`src/rtl/tag_pool_manager_pkg.sv`:
```
// Shared types for the tag pool manager: per-slot state encoding and width helpers.
package tag_pool_manager_pkg;

  localparam int TAG_STATE_W = 3;

  typedef enum logic [TAG_STATE_W-1:0] {
    TAG_FREE          = 3'd0,
    TAG_LDMEM         = 3'd1,
    TAG_COMPUTE       = 3'd2,
    TAG_COMPUTE_CHECK = 3'd3,
    TAG_STMEM         = 3'd4
  } tag_state_e;

  // Tag ID width, never narrower than one bit.
  function automatic int tag_w_f(input int n);
    return (n <= 2) ? 1 : $clog2(n);
  endfunction

endpackage

```
`src/rtl/tag_pool_manager_if.sv`:
```
// Controller/engine-facing signals of the tag pool manager.
interface tag_pool_manager_if #(
  parameter int TAG_W = 1
);
  // Each *_ready/*_done pair is a valid/ready handshake: the manager holds ready with
  // a stable ID; a done is accepted only in a cycle where the matching ready is high,
  // and a done seen while ready is low has no effect.
  logic             tag_req;
  logic             tag_reuse;
  logic             tag_flush;
  logic             tag_bias_prev_sw;
  logic             tag_ddr_pe_sw;
  logic             tag_ready;
  logic [TAG_W-1:0] tag_id;
  logic             ldmem_tag_ready;
  logic [TAG_W-1:0] ldmem_tag_id;
  logic             ldmem_tag_done;
  logic             compute_tag_ready;
  logic [TAG_W-1:0] compute_tag_id;
  logic             compute_bias_prev_sw;
  logic             compute_tag_done;
  logic             next_compute_tag;
  logic             stmem_tag_ready;
  logic [TAG_W-1:0] stmem_tag_id;
  logic             stmem_ddr_pe_sw;
  logic             stmem_tag_done;
  logic             reuse_overflow;

  modport master (
    output tag_req, tag_reuse, tag_flush, tag_bias_prev_sw, tag_ddr_pe_sw,
    output ldmem_tag_done, compute_tag_done, stmem_tag_done,
    input  tag_ready, tag_id, ldmem_tag_ready, ldmem_tag_id,
    input  compute_tag_ready, compute_tag_id, compute_bias_prev_sw, next_compute_tag,
    input  stmem_tag_ready, stmem_tag_id, stmem_ddr_pe_sw, reuse_overflow
  );

  modport slave (
    input  tag_req, tag_reuse, tag_flush, tag_bias_prev_sw, tag_ddr_pe_sw,
    input  ldmem_tag_done, compute_tag_done, stmem_tag_done,
    output tag_ready, tag_id, ldmem_tag_ready, ldmem_tag_id,
    output compute_tag_ready, compute_tag_id, compute_bias_prev_sw, next_compute_tag,
    output stmem_tag_ready, stmem_tag_id, stmem_ddr_pe_sw, reuse_overflow
  );
endinterface

```
`src/rtl/tag_pool_manager_slot.sv`:
```
// One buffer slot: lifecycle FSM, pending compute-pass count, flush mark and sidebands.
module tag_pool_manager_slot
  import tag_pool_manager_pkg::*;
#(
  parameter int REUSE_CNT_W   = 3,
  parameter int STORE_ENABLED = 1
) (
  input  logic       clk,
  input  logic       reset,
  input  logic       req_i,
  input  logic       reuse_i,
  input  logic       flush_i,
  input  logic       ld_done_i,
  input  logic       cmp_done_i,
  input  logic       st_done_i,
  input  logic       bias_sw_i,
  input  logic       ddr_sw_i,
  output tag_state_e state_o,
  output logic       bias_o,
  output logic       ddr_o,
  output logic       retire_o,
  output logic       sat_o
);

  localparam logic [REUSE_CNT_W-1:0] CNT_MAX = '1;

  tag_state_e             state_q, state_d;
  logic [REUSE_CNT_W-1:0] cnt_q, cnt_d;
  logic                   flush_q, flush_d;
  logic                   bias_q, bias_d;
  logic                   rbias_q, rbias_d;
  logic                   ddr_q, ddr_d;

  always_ff @(posedge clk) begin
    if (reset) begin
      state_q <= TAG_FREE;
      cnt_q   <= '0;
      flush_q <= 1'b0;
      bias_q  <= 1'b0;
      rbias_q <= 1'b0;
      ddr_q   <= 1'b0;
    end else begin
      state_q <= state_d;
      cnt_q   <= cnt_d;
      flush_q <= flush_d;
      bias_q  <= bias_d;
      rbias_q <= rbias_d;
      ddr_q   <= ddr_d;
    end
  end

  always_comb begin
    state_d  = state_q;
    cnt_d    = cnt_q;
    flush_d  = flush_q;
    bias_d   = bias_q;
    rbias_d  = rbias_q;
    ddr_d    = ddr_q;
    retire_o = 1'b0;
    sat_o    = 1'b0;

    // A reuse landing on the pass that just finished cancels that pass's decrement.
    if (reuse_i) begin
      ddr_d   = ddr_sw_i;
      rbias_d = bias_sw_i;
      if (!(state_q == TAG_COMPUTE && cmp_done_i)) begin
        if (cnt_q == CNT_MAX) sat_o = 1'b1;
        else                  cnt_d = cnt_q + 1'b1;
      end
    end

    case (state_q)
      TAG_FREE: if (req_i) begin
        state_d = TAG_LDMEM;
        cnt_d   = REUSE_CNT_W'(1);
        flush_d = 1'b0;
        bias_d  = bias_sw_i;
        ddr_d   = ddr_sw_i;
      end
      TAG_LDMEM: if (ld_done_i) state_d = TAG_COMPUTE;
      TAG_COMPUTE: if (cmp_done_i) begin
        state_d = TAG_COMPUTE_CHECK;
        bias_d  = rbias_q;
        if (!reuse_i && cnt_q != '0) cnt_d = cnt_q - 1'b1;
      end
      TAG_COMPUTE_CHECK: begin
        if (cnt_q != '0) begin
          state_d = TAG_COMPUTE;
        end else if (flush_q) begin
          retire_o = 1'b1;
          flush_d  = 1'b0;
          state_d  = (STORE_ENABLED != 0) ? TAG_STMEM : TAG_FREE;
        end
      end
      TAG_STMEM: if (st_done_i) state_d = TAG_FREE;
      default: state_d = TAG_FREE;
    endcase

    if (flush_i) flush_d = 1'b1;
  end

  assign state_o = state_q;
  assign bias_o  = bias_q;
  assign ddr_o   = ddr_q;

endmodule

```
`src/rtl/tag_pool_manager.sv`:
```
// N-way buffer-slot tag manager: issues slot IDs to load/compute/store engines in allocation order.
module tag_pool_manager
  import tag_pool_manager_pkg::*;
#(
  parameter int NUM_TAGS      = 2,
  parameter int TAG_W         = tag_w_f(NUM_TAGS),
  parameter int REUSE_CNT_W   = 3,
  parameter int STORE_ENABLED = 1
) (
  input  logic                            clk,
  input  logic                            reset,
  tag_pool_manager_if.slave               bus,
  output logic [NUM_TAGS*TAG_STATE_W-1:0] dbg_slot_state_o
);

  logic [TAG_W-1:0] alloc_q, alloc_d, ld_q, ld_d, cmp_q, cmp_d, st_q, st_d;
  logic [TAG_W-1:0] last_ptr, flush_tgt;
  logic             ovf_q, ovf_d;

  tag_state_e          slot_state [NUM_TAGS];
  logic [NUM_TAGS-1:0] req_sel, reuse_sel, flush_sel, ld_sel, cmp_sel, st_sel;
  logic [NUM_TAGS-1:0] slot_bias, slot_ddr, slot_retire, slot_sat;
  logic                tag_ready, ld_ready, cmp_ready, st_ready;
  logic                req_acc, ld_acc, cmp_acc, st_acc, retire;

  function automatic logic [TAG_W-1:0] ptr_inc(input logic [TAG_W-1:0] p);
    return (p == TAG_W'(NUM_TAGS - 1)) ? '0 : p + 1'b1;
  endfunction

  assign tag_ready = (slot_state[alloc_q] == TAG_FREE);
  assign ld_ready  = (slot_state[ld_q] == TAG_LDMEM);
  assign cmp_ready = (slot_state[cmp_q] == TAG_COMPUTE);
  assign st_ready  = (STORE_ENABLED != 0) && (slot_state[st_q] == TAG_STMEM);
  assign retire    = slot_retire[cmp_q];

  assign req_acc = bus.tag_req && tag_ready;
  assign ld_acc  = bus.ldmem_tag_done && ld_ready;
  assign cmp_acc = bus.compute_tag_done && cmp_ready;
  assign st_acc  = bus.stmem_tag_done && st_ready;

  // A flush in the same cycle as an accepted req belongs to the slot being allocated.
  assign last_ptr  = (alloc_q == '0) ? TAG_W'(NUM_TAGS - 1) : alloc_q - 1'b1;
  assign flush_tgt = req_acc ? alloc_q : last_ptr;

  for (genvar i = 0; i < NUM_TAGS; i++) begin : g_slot
    localparam logic [TAG_W-1:0] IDX = TAG_W'(i);

    assign req_sel[i]   = req_acc && (alloc_q == IDX);
    assign reuse_sel[i] = bus.tag_reuse && !req_acc && (last_ptr == IDX) &&
                          (slot_state[i] != TAG_FREE);
    assign flush_sel[i] = bus.tag_flush && (flush_tgt == IDX) &&
                          (req_acc || slot_state[i] != TAG_FREE);
    assign ld_sel[i]    = ld_acc && (ld_q == IDX);
    assign cmp_sel[i]   = cmp_acc && (cmp_q == IDX);
    assign st_sel[i]    = st_acc && (st_q == IDX);

    tag_pool_manager_slot #(
      .REUSE_CNT_W  (REUSE_CNT_W),
      .STORE_ENABLED(STORE_ENABLED)
    ) u_slot (
      .clk       (clk),
      .reset     (reset),
      .req_i     (req_sel[i]),
      .reuse_i   (reuse_sel[i]),
      .flush_i   (flush_sel[i]),
      .ld_done_i (ld_sel[i]),
      .cmp_done_i(cmp_sel[i]),
      .st_done_i (st_sel[i]),
      .bias_sw_i (bus.tag_bias_prev_sw),
      .ddr_sw_i  (bus.tag_ddr_pe_sw),
      .state_o   (slot_state[i]),
      .bias_o    (slot_bias[i]),
      .ddr_o     (slot_ddr[i]),
      .retire_o  (slot_retire[i]),
      .sat_o     (slot_sat[i])
    );

    assign dbg_slot_state_o[i*TAG_STATE_W +: TAG_STATE_W] = slot_state[i];
  end

  always_comb begin
    alloc_d = req_acc ? ptr_inc(alloc_q) : alloc_q;
    ld_d    = ld_acc  ? ptr_inc(ld_q)    : ld_q;
    cmp_d   = retire  ? ptr_inc(cmp_q)   : cmp_q;
    st_d    = st_acc  ? ptr_inc(st_q)    : st_q;
    ovf_d   = ovf_q | (|slot_sat);
  end

  always_ff @(posedge clk) begin
    if (reset) begin
      alloc_q <= '0;
      ld_q    <= '0;
      cmp_q   <= '0;
      st_q    <= '0;
      ovf_q   <= 1'b0;
    end else begin
      alloc_q <= alloc_d;
      ld_q    <= ld_d;
      cmp_q   <= cmp_d;
      st_q    <= st_d;
      ovf_q   <= ovf_d;
    end
  end

  assign bus.tag_ready            = tag_ready;
  assign bus.tag_id               = alloc_q;
  assign bus.ldmem_tag_ready      = ld_ready;
  assign bus.ldmem_tag_id         = ld_q;
  assign bus.compute_tag_ready    = cmp_ready;
  assign bus.compute_tag_id       = cmp_q;
  assign bus.compute_bias_prev_sw = slot_bias[cmp_q];
  assign bus.next_compute_tag     = retire;
  assign bus.stmem_tag_ready      = st_ready;
  assign bus.stmem_tag_id         = st_q;
  assign bus.stmem_ddr_pe_sw      = slot_ddr[st_q];
  assign bus.reuse_overflow       = ovf_q;

endmodule
```
`src/flat_wrapper.sv`:
```
// flat-port wrapper written by rule: the top's interface ports become plain ports
module tag_pool_manager_flat import tag_pool_manager_pkg::*;
#(
  parameter int NUM_TAGS      = 2,
  parameter int TAG_W         = tag_w_f(NUM_TAGS),
  parameter int REUSE_CNT_W   = 3,
  parameter int STORE_ENABLED = 1
)
  (clk, reset, dbg_slot_state_o, bus_tag_req, bus_tag_reuse, bus_tag_flush, bus_tag_bias_prev_sw, bus_tag_ddr_pe_sw, bus_ldmem_tag_done, bus_compute_tag_done, bus_stmem_tag_done, bus_tag_ready, bus_tag_id, bus_ldmem_tag_ready, bus_ldmem_tag_id, bus_compute_tag_ready, bus_compute_tag_id, bus_compute_bias_prev_sw, bus_next_compute_tag, bus_stmem_tag_ready, bus_stmem_tag_id, bus_stmem_ddr_pe_sw, bus_reuse_overflow);
  tag_pool_manager_if #(.TAG_W(TAG_W)) bus_i ();
  input  logic clk;
  input  logic reset;
  output logic [NUM_TAGS*TAG_STATE_W-1:0] dbg_slot_state_o;
  input wire logic [$bits(bus_i.tag_req)-1:0] bus_tag_req;
  input wire logic [$bits(bus_i.tag_reuse)-1:0] bus_tag_reuse;
  input wire logic [$bits(bus_i.tag_flush)-1:0] bus_tag_flush;
  input wire logic [$bits(bus_i.tag_bias_prev_sw)-1:0] bus_tag_bias_prev_sw;
  input wire logic [$bits(bus_i.tag_ddr_pe_sw)-1:0] bus_tag_ddr_pe_sw;
  input wire logic [$bits(bus_i.ldmem_tag_done)-1:0] bus_ldmem_tag_done;
  input wire logic [$bits(bus_i.compute_tag_done)-1:0] bus_compute_tag_done;
  input wire logic [$bits(bus_i.stmem_tag_done)-1:0] bus_stmem_tag_done;
  output wire logic [$bits(bus_i.tag_ready)-1:0] bus_tag_ready;
  output wire logic [$bits(bus_i.tag_id)-1:0] bus_tag_id;
  output wire logic [$bits(bus_i.ldmem_tag_ready)-1:0] bus_ldmem_tag_ready;
  output wire logic [$bits(bus_i.ldmem_tag_id)-1:0] bus_ldmem_tag_id;
  output wire logic [$bits(bus_i.compute_tag_ready)-1:0] bus_compute_tag_ready;
  output wire logic [$bits(bus_i.compute_tag_id)-1:0] bus_compute_tag_id;
  output wire logic [$bits(bus_i.compute_bias_prev_sw)-1:0] bus_compute_bias_prev_sw;
  output wire logic [$bits(bus_i.next_compute_tag)-1:0] bus_next_compute_tag;
  output wire logic [$bits(bus_i.stmem_tag_ready)-1:0] bus_stmem_tag_ready;
  output wire logic [$bits(bus_i.stmem_tag_id)-1:0] bus_stmem_tag_id;
  output wire logic [$bits(bus_i.stmem_ddr_pe_sw)-1:0] bus_stmem_ddr_pe_sw;
  output wire logic [$bits(bus_i.reuse_overflow)-1:0] bus_reuse_overflow;
  assign bus_i.tag_req = bus_tag_req;
  assign bus_i.tag_reuse = bus_tag_reuse;
  assign bus_i.tag_flush = bus_tag_flush;
  assign bus_i.tag_bias_prev_sw = bus_tag_bias_prev_sw;
  assign bus_i.tag_ddr_pe_sw = bus_tag_ddr_pe_sw;
  assign bus_i.ldmem_tag_done = bus_ldmem_tag_done;
  assign bus_i.compute_tag_done = bus_compute_tag_done;
  assign bus_i.stmem_tag_done = bus_stmem_tag_done;
  assign bus_tag_ready = bus_i.tag_ready;
  assign bus_tag_id = bus_i.tag_id;
  assign bus_ldmem_tag_ready = bus_i.ldmem_tag_ready;
  assign bus_ldmem_tag_id = bus_i.ldmem_tag_id;
  assign bus_compute_tag_ready = bus_i.compute_tag_ready;
  assign bus_compute_tag_id = bus_i.compute_tag_id;
  assign bus_compute_bias_prev_sw = bus_i.compute_bias_prev_sw;
  assign bus_next_compute_tag = bus_i.next_compute_tag;
  assign bus_stmem_tag_ready = bus_i.stmem_tag_ready;
  assign bus_stmem_tag_id = bus_i.stmem_tag_id;
  assign bus_stmem_ddr_pe_sw = bus_i.stmem_ddr_pe_sw;
  assign bus_reuse_overflow = bus_i.reuse_overflow;
  tag_pool_manager #(.NUM_TAGS(NUM_TAGS), .TAG_W(TAG_W), .REUSE_CNT_W(REUSE_CNT_W), .STORE_ENABLED(STORE_ENABLED)) u_core (.clk(clk), .reset(reset), .bus(bus_i), .dbg_slot_state_o(dbg_slot_state_o));
endmodule
```
`config.mk`:
```
export PLATFORM = sky130hd
export DESIGN_NAME = tag_pool_manager_flat
export DESIGN_NICKNAME = d
export VERILOG_FILES = /design/src/rtl/tag_pool_manager_pkg.sv /design/src/rtl/tag_pool_manager_if.sv /design/src/rtl/tag_pool_manager_slot.sv /design/src/rtl/tag_pool_manager.sv /design/src/flat_wrapper.sv
export SDC_FILE = /design/constraint.sdc
export NUM_CORES = 1
export LEC_CHECK = 0
export ABC_AREA = 0
export CORE_MARGIN = 5
export CORE_UTILIZATION = 50
export DETAILED_ROUTE_END_ITERATION = 8
export DONT_BUFFER_PORTS = 1
export PLACE_DENSITY = 0.76
export SLEW_MARGIN = 40
export SYNTH_ARGS = -nofsm -noshare
export SYNTH_HDL_FRONTEND = slang
export SYNTH_SLANG_ARGS = --single-unit
export TNS_END_PERCENT = 30
```
`constraint.sdc`:
```
create_clock -name clk -period 3.2 [get_ports clk]
set_clock_uncertainty 0.1 [all_clocks]
set_input_delay 0.16 -clock clk [delete_from_list [all_inputs] [get_ports clk]]
set_output_delay 0.16 -clock clk [all_outputs]
set_load 0.02 [all_outputs]
```
-- Yosys cells after proc, flatten, opt, wreduce, memory -nomap -nowiden
Index checks and enable logic that the tools add are counted.
- output and inout port bits: 18
- bits in registers: 25
- bits of input ports: 10
- bitwise operators: 11
- reduce and logical (&&, ||, !) cells: 48
- $add $sub $neg: 9
- equal/unequal tests: 27
- $lt $le $gt $ge: 6
- mux-type cells: 84
- operators with widths (cell ; count):
    3-bit 2-to-1 mux ; 36
    1-bit 2-to-1 mux ; 40
    3-bit one-hot mux with 5 select lines ; 2
    1-bit logical AND ; 25
    3-bit inequality test (second input constant) ; 6
    3-bit nonzero test ; 6
    2-bit inequality test (second input constant) ; 8
    3-bit by 2-bit equality test with 1-bit output (second input constant) ; 5
    3-bit equality test (second input constant) ; 5
    3-bit one-hot mux with 2 select lines ; 2
    3-bit AND reduction ; 4
    5-bit AND reduction ; 2
    3-bit by 1-bit equality test with 1-bit output (second input constant) ; 3
    3-bit zero test ; 3
    2-bit greater-or-equal comparator (second input constant) ; 4
    1-bit inverter with 2-bit output ; 4
    1-bit one-hot mux with 2 select lines ; 4
    3-bit by 1-bit adder with 3-bit output (second input constant) ; 2
    1-bit inverter ; 6
    3-bit by 1-bit subtractor with 3-bit output (second input constant) ; 2
    1-bit adder (second input constant) ; 4
    1-bit by 2-bit less-than comparator with 1-bit output (second input constant) ; 2
    2-bit nonzero test ; 2
    1-bit zero test ; 3
    4 further kinds ; 5

-- Depth between registers and ports, before layout
Gate-level depths: netlist of run 1.
- depth after elaboration: 15
- depth in mapped cells: 10

-- Modules after synthesis
Synthesis of run 1 repeated with hierarchy kept, for this count alone.
- cell total of the unflattened synthesis: 194
- area total of the unflattened synthesis: 1626.6 um^2
- modules (own cells, without submodules) (module ; instances ; area an instance (um^2) ; sequential area each (um^2) ; cells each):
    tag_pool_manager_slot (u_core.g_slot[1].u_slot) ; 1 ; 616.8 ; 200.2 ; 69
    tag_pool_manager_slot (u_core.g_slot[0].u_slot) ; 1 ; 589.3 ; 200.2 ; 68
    tag_pool_manager ; 1 ; 420.4 ; 100.1 ; 57

-- Least setup slack after synthesis of run 1
Ideal clock, no wire load.
- path type: flip-flop to flip-flop
- start point: register u_core.g_slot[0].u_slot.state_q[2]
- end point: register u_core.g_slot[1].u_slot.bias_q
- stages on the path, launching flop included: 11
- path slack: 0.674 ns
- library setup time: 0.060 ns
- data arrival time: 2.366 ns
- cells stage by stage: dfxtp_1 buf_6 nor3_4 mux2_2 and2_1 ha_1 nand2b_1 a32oi_1 o221ai_2 nor3_1 o221a_1
- word-level cells in the longest chain between the ends: 8
- elaborated cells between the ends (all ways): 15
- ends and longest elaborated chain (element ; line ; source):
    start, declared ; tag_pool_manager_slot.sv:27 ; tag_state_e state_q, state_d;
    start signal, assigned ; tag_pool_manager_slot.sv:43 ; state_q <= state_d;
    3-bit 2-to-1 mux (implied by the code) (3 in a row) ; tag_pool_manager.sv:30 ; assign tag_ready = (slot_state[alloc_q] == TAG_FREE);
    3-bit zero test ; tag_pool_manager.sv:30 ;
    via bus_tag_ready ; flat_wrapper.sv:22 ; output wire logic [$bits(bus_i.tag_ready)-1:0] bus_tag_ready;
    1-bit logical AND ; tag_pool_manager.sv:36 ; assign req_acc = bus.tag_req && tag_ready;
    1-bit logical AND ; tag_pool_manager.sv:48 ; assign req_sel[i] = req_acc && (alloc_q == IDX);
    2-bit inequality test (no line) ; n/a ;
    3-bit AND reduction (no line) ; n/a ;
    end signal, assigned ; tag_pool_manager_slot.sv:46 ; bias_q <= bias_d;
    end, declared ; tag_pool_manager_slot.sv:30 ; logic bias_q, bias_d;
The timed path passes the listed nets, and every way through them passes these cells. The select of a mux whose other input is x is not followed.
A chain may end at the register's enable or synchronous reset.

-- Final worst setup path of run 1
- start point: register u_core.g_slot[1].u_slot.state_q[0]
- end point: register u_core.g_slot[1].u_slot.bias_q
- word-level cells in the longest chain between the ends: 8
- elaborated cells between the ends (all ways): 19
- ends and longest elaborated chain (element ; line):
    start, declared ; tag_pool_manager_slot.sv:27
    start signal, assigned ; tag_pool_manager_slot.sv:43
    3-bit 2-to-1 mux (implied by the code) (3 in a row) ; tag_pool_manager.sv:30
    3-bit zero test ; tag_pool_manager.sv:30
    via bus_tag_ready ; flat_wrapper.sv:22
    1-bit logical AND ; tag_pool_manager.sv:36
    1-bit logical AND ; tag_pool_manager.sv:48
    2-bit inequality test (no line) ; n/a
    3-bit AND reduction (no line) ; n/a
The timed path passes the listed nets, and every way through them passes these cells. The select of a mux whose other input is x is not followed.

==> qor.yml, run 1 <==
status: "finished, final reports clean"
rr_startpoint: "u_core.g_slot[1].u_slot.state_o[0]"
io_buffer_count: 0
synthDistinctLibCells: 47
dp.cells: 233
min_path_type: "in -> reg"
grt_max_degree: 25
ant_nets: 0
die_w_um: 67.87
crit_type: "reg -> reg"
r2r_setup_slack_ns: 0.42
start_util_pct: 50.97
ys_warn_count: 0
first_pass_iters: 5
slew_viol_final: 0
synthCells: 190
final_area_um2: 1829
syn_area_um2: 1674
slowest_stage: "dfxtp_1"
cts_root_buf: "clkbuf_4"
fin_crit_ns: 2.778
dp_hpwl_um: 3028
synth_area_per_cell_um2: 8.811
die_h_um: 67.87
design.core.area_um2: 3284
antenna_found_initial: 0
vias_per_cell: 6.122
drt_wl_total_um: 4201
max_freq_mhz: 359.9
drt_iter0_drc: 180
grt_setup_unrepaired: "false"
design.die.area_um2: 4606
path_depth: 9
wl_per_cell_um: 17.08
placed_area_um2: 1717
htree_num_levels: 1
yosys-top-cells-area: "dfxtp_1 (30%), ha_1 (6.0%), mux2i_1 (4.8%)"
yosys-top-cells-count: "dfxtp_1 (25), nand2_1 (20), nor2_1 (18), a21oi_1 (14), nand3_1 (11)"
power.leakage_nw: 0.6696
path_delay_family: "simple AND/OR/NAND/NOR gates"
drive_gt1_share_pct: 15.00
reg2reg_depth: 9
drc_errors: 0
overflow: 0
rows: 21
path_max_fanout: 9
gp_congestion: 0.9030
period_share_pct: 86.82
endpoint_kind: "register"
syn-num-nets: 208
synth_top_area_cell: "dfxtp_1"
worst_pin_slew_ns: 0.6569
setup_viol: 0
numCtsBuffers: 3
endpoint: "u_core.g_slot[1].u_slot.bias_o"
utilization_pct: 55.70
fillers: 296
ys_ff_latch: 25
syn2layout_area_growth_pct: 9.267
worstSetupStartpoint: "u_core.g_slot[1].u_slot.state_o[0]"
hold_viol_final: 0
ir_drop_v: 0.0002483
cp_cell_sequence: "nor3_4 -> mux2_2 -> and2_1 -> ha_1 -> nand2b_1 -> a32oi_1 -> o221ai_2 -> nor3_1 -> o221a_1"
cts_resized: 0
setup_tns_ns: 0
reg2reg_to: "u_core.g_slot[1].u_slot.bias_o"
startpoint_type: "register"
antennaDiodeCount: 0
fin_nets: 219
slew_headroom_pct: 55.74
cpPeakStageDelay_ns: 0.53
instances_no_fill: 246
async_reset_ff_share_pct: 0
clkTransAtPathRegs_ns: 0.14
required_ns: 3.38
cts_tree: "done"
grt_first_pass_wirelength_um: 6879
synth.top_cell.area_share_pct: 29.90
synthMostInstantiatedCell: "dfxtp_1"
grt.total_usage_pct: 19.94
clock_path_buffers: 2
synth-edff-count: 0
vias: 1506
grt_pass1_vias: 1474
clk_latency_ns: 0.33
power_density_nw_per_um2: 800.5
cap_violations: 0
critPathArrivalTime_ns: 2.96
ios: 28
clock_sinks: 25
ys_seq_area_share_pct: 29.90
crit_buf_inv: 0
synthFlopType: "dfxtp_1"
worst min-delay path, delay by kind of cell:
family	cells	cell delay (ns)
and+or+nand+nor	2	0.16
AOI/OAI and AO/OA	1	0.09
worst min-delay path by stage:
stage / from / end / slack (ns) / depth (start not counted)
final: bus_stmem_tag_done / u_core.g_slot[0].u_slot.state_o[2] / 0.005 / 3
after global routing: bus_stmem_tag_done / u_core.g_slot[0].u_slot.state_o[2] / 0.003 / 3
after CTS: bus_tag_req / u_core.bus.reuse_overflow / 0.002 / 3
after detailed placement: reset / u_core.bus.reuse_overflow / 0.13 / 1
after global placement: reset / u_core.g_slot[1].u_slot.cnt_q[1] / 0.13 / 1
after floorplan: reset / u_core.g_slot[1].u_slot.cnt_q[1] / 0.13 / 1
area by class of cell:
class	instances	area (um^2)	area share (%)
Sequential cell	25	500.5	27.36
Multi-Input combinational cell	150	1095	59.85
Clock buffer	3	22.52	1.231
Clock inverter	1	5.005	0.2736
Tap cell	46	57.56	3.146
Inverter	7	26.28	1.436
Timing Repair Buffer	14	122.6	6.703
cell families after synthesis:
logic type	share of synthesized area, %
adder cells (fa/ha/maj)	5.979
AO/OA/AOI/OAI	21.75
flip-flops	29.90
multiplexers	8.146
AND/OR/NAND/NOR	29.52
buffers and inverters	4.709
report_power, final:
| group | switching (mW) | internal, mW | total, mW |
|---|---|---|---|
| Combinational | 0.471 | 0.328 | 0.799 |
| Clock | 0.0995 | 0.0470 | 0.146 |
| Sequential | 0.130 | 0.389 | 0.519 |
| Total | 0.701 | 0.763 | 1.46 |
per-stage QoR:
stage	hold slack (ns)	total power [mW]	worst slack, ns
final	0.005089	1.464	0.4216
after CTS	0.001686	1.462	0.4264
after global routing	0.002806	1.580	0.2580
after floorplan	0.1279	1.141	0.6739
after detailed placement	0.1333	1.294	0.4506
after global placement	0.1335	1.258	0.6180
layout by cell type (no fill, tap or decap), drive strengths merged, types with 2 or more instances in the layout:
cell type     n
a311oi        9
inv           7
dlygate4sd3   8
mux2          5
nor2         19
nand4         3
o21ai         4
mux2i         8
nor3          7
a31oi         2
nor3b         2
nand3        11
nand3b        3
a32oi         3
a21oi        15
nand2b        7
and2          3
dfxtp        25
buf           6
nor2b         2
clkbuf        3
nor4b         2
ha            8
a211oi        3
nand2        20
metal layers:
layer	track usage (%)	wire, um	vias up
li1	-	-	729
met1	24.35	1787	713
met2	31.96	1941	55
met3	6.568	358	9
met4	8.685	114	0
met5	0	0	-
registers in the layout (all words and copies together) (netlist names):
register                      cells
u_core.g_slot.u_slot.flush_q      2
u_core.bus.reuse_overflow         1
u_core.bus.compute_tag_id         1
u_core.bus.stmem_tag_id           1
u_core.bus.ldmem_tag_id           1
u_core.g_slot.u_slot.cnt_q        6
u_core.g_slot.u_slot.bias_o       2
u_core.bus.tag_id                 1
u_core.g_slot.u_slot.ddr_o        2
u_core.g_slot.u_slot.state_o      6
u_core.g_slot.u_slot.rbias_q      2
timing repair:
action                    in CTS  in global routing
hold buffers                   8                  1
buffers inserted               0                  0
hold endpoints to repair      25                  1
(Power assumes the default switching activity.)
==> run 2, diff against run 1 <==
ABC_AREA = 1   (was 0)
==> qor.yml, run 2 <==
synthCells: 256
critPathArrivalTime_ns: 2.12
final_cell_mix: "nand2_1 (65), inv_1 (37), dfxtp_1 (25)"
first_pass_iters: 4
slew_headroom_pct: 49.49
reg2reg_to: "u_core.g_slot[1].u_slot.state_o[0]"
die_w_um: 67.80
start_util_pct: 50.86
synthFlopType: "dfxtp_1"
drt_wl_total_um: 4000
clk_latency_ns: 0.32
endpoint_kind: "primary output"
htree_num_levels: 1
period_share_pct: 74.51
vias_per_cell: 5.216
holdPathEnd: "u_core.g_slot[0].u_slot.rbias_q"
grt.total_usage_pct: 18.48
clock_path_buffers: 2
grt_setup_unrepaired: "false"
pwr-share-clk_pct: 12.3
syn2layout_area_growth_pct: 8.165
io_buffer_count: 0
p_int_uw: 615.7
max_freq_mhz: 419.4
power_density_nw_per_um2: 662.6
vias: 1617
drc_errors: 0
status: "finished, final reports clean"
clkTransAtPathRegs_ns: 0.14
synthDistinctLibCells: 26
swShare_pct: 48.57
cp_cell_sequence: "inv_2 -> nor3_1 -> nand3_1 -> o21ai_0"
ys_warn_count: 0
synth_top_area_cell: "dfxtp_1"
fin_nets: 283
ys_seq_area_share_pct: 29.96
setup_tns_ns: 0
path_max_fanout: 7
r2r_setup_slack_ns: 0.93
rows: 21
reg2reg_depth: 13
dp_hpwl_um: 3146
synthMostInstantiatedCell: "nand2_1"
slew_viol_final: 0
design.core.area_um2: 3284
cts_root_buf: "clkbuf_4"
power_frac_comb_pct: 49.0
ant_nets: 0
die_h_um: 67.80
fin_crit_ns: 2.384
ys_ff_latch: 25
drt_iter0_drc: 166
cpPeakStageDelay_ns: 0.61
design.die.area_um2: 4597
cts_setup_buffers: 0
async_reset_ff_share_pct: 0
antennaDiodeCount: 0
ir_drop_v: 0.0002094
required_ns: 2.94
grt_first_pass_wirelength_um: 6548
grt_max_degree: 19
yosys-top-cells-area: "dfxtp_1 (30%), nand2_1 (15%), inv_1 (8.3%)"
cap_violations: 0
fillers: 326
antenna_found_initial: 0
power.leakage_nw: 0.8686
use_met3_pct: 5.990
min_path_type: "in -> reg"
syn_area_um2: 1670
rr_startpoint: "u_core.g_slot[0].u_slot.state_o[2]"
synth_area_per_cell_um2: 6.525
instances_no_fill: 310
syn-num-nets: 274
gp_congestion: 0.8950
cts_tree: "done"
wl_per_cell_um: 12.90
met2_usage_pct: 30.62
ios: 28
clock_sinks: 25
crit_type: "reg -> out"
worst_pin_slew_ns: 0.7552
synth-edff-count: 0
drive_gt1_share_pct: 10.61
top_usage_layer: "met2"
min_delay_path_depth: 3
path_delay_family: "flip-flops"
grt_pass1_vias: 1504
overflow: 0
setup_viol: 0
worstHoldStart: "bus_tag_reuse"
crit_buf_inv: 1
use_met1_pct: 23.52
p_sw_uw: 581.4
yosys-top-cells-count: "nand2_1 (65), inv_1 (37), dfxtp_1 (25), a21oi_1 (23), o21ai_0 (22)"
hold_viol_final: 0
slowest_stage: "dfxtp_1"
synth.top_cell.area_share_pct: 29.96
numCtsBuffers: 3
p_seq_share_pct: 38.7
dp.cells: 300
startpoint_type: "register"
mostFrequentLayoutCell: "nand2_1"
## run 2: cell count changes after synthesis, sizes merged, moves of 5 or more
cell	delta
nand2	+52
o21ai	+18
mux2	-5
nand2b	-7
buf	-5
a311oi	-9
nand3	+10
a21oi	+9
mux2i	-8
inv	+36
## run 2: what timing repair did
action,4_1_cts,5_1_grt
hold buffers,6,0
endpoints found under the hold margin,23,0
gates resized for setup,0,0
## run 2: area by class of cell
| class | count | area (um^2) | area share, % |
|---|---|---|---|
| clock buffers | 4 | 26.28 | 1.454 |
| inverters | 43 | 161.4 | 8.934 |
| multi-input cells | 186 | 1001 | 55.40 |
| flip-flops and latches | 25 | 500.5 | 27.70 |
| well taps | 46 | 57.56 | 3.186 |
| repair buffers | 6 | 60.06 | 3.324 |
## run 2: how the worst max path moves through the flow
stage                                                   from                                 end  cells after the start  slack, ns
after detailed placement  u_core.g_slot[1].u_slot.state_o[0]  u_core.g_slot[1].u_slot.state_o[1]                     13       0.95
after global placement    u_core.g_slot[1].u_slot.state_o[0]  u_core.g_slot[1].u_slot.state_o[1]                     13       0.95
after CTS                 u_core.g_slot[0].u_slot.state_o[1]                bus_next_compute_tag                      4       0.83
after floorplan           u_core.g_slot[0].u_slot.state_o[1]      u_core.g_slot[1].u_slot.bias_o                     12       1.19
after global routing      u_core.g_slot[0].u_slot.state_o[1]                bus_next_compute_tag                      4       0.68
final                     u_core.g_slot[0].u_slot.state_o[1]                bus_next_compute_tag                      4       0.82
## run 2: per-layer routing
layer  share of wire, %  vias to the layer above
li1                   -                      840
met3                 11                        4
met2                 42                       66
met1                 46                      707
met5                  0                        -
met4                1.1                        0
## run 2: cell families after synthesis
group | count (synthesis) | share of synthesized area [%]
simple gates | 127 | 37.68
compound gates | 49 | 15.21
buf+inv | 45 | 10.11
flops | 25 | 29.96
fa+ha+maj | 8 | 5.993
xor+xnor | 2 | 1.049
## run 2: power groups by stage
stage	Sequential [mW]	Combinational (mW)	Clock (mW)
floorplan	0.451	0.484	0
global placement	0.469	0.570	0
detailed placement	0.469	0.571	0
CTS	0.462	0.587	0.149
global route	0.470	0.672	0.166
finish	0.463	0.587	0.147
## run 2: worst reg2reg max path, delay by kind of cell (launching register included)
family	cells	cell delay, ns
AO/OA/AOI/OAI	2	0.27
adder cells (fa/ha/maj)	1	0.16
AND/OR/NAND/NOR	8	0.98
buffers and inverters	2	0.19
flip-flops	1	0.45
## run 2: stage by stage
| step | power [mW] | cell area (um^2) | setup slack, ns | util (%) | hold slack, ns |
|---|---|---|---|---|---|
| after floorplan | 0.9359 | 1670 | 1.195 | - | 0.1917 |
| after global placement | 1.039 | 1720 | 0.9480 | 52.38 | 0.1307 |
| after detailed placement | 1.040 | 1720 | 0.9482 | 52.38 | 0.1300 |
| after CTS | 1.198 | 1807 | 0.8280 | 55.01 | 0.02356 |
| after global routing | 1.308 | 1807 | 0.6804 | 55.01 | 0.03289 |
| final | 1.197 | 1807 | 0.8156 | 55.01 | 0.01988 |
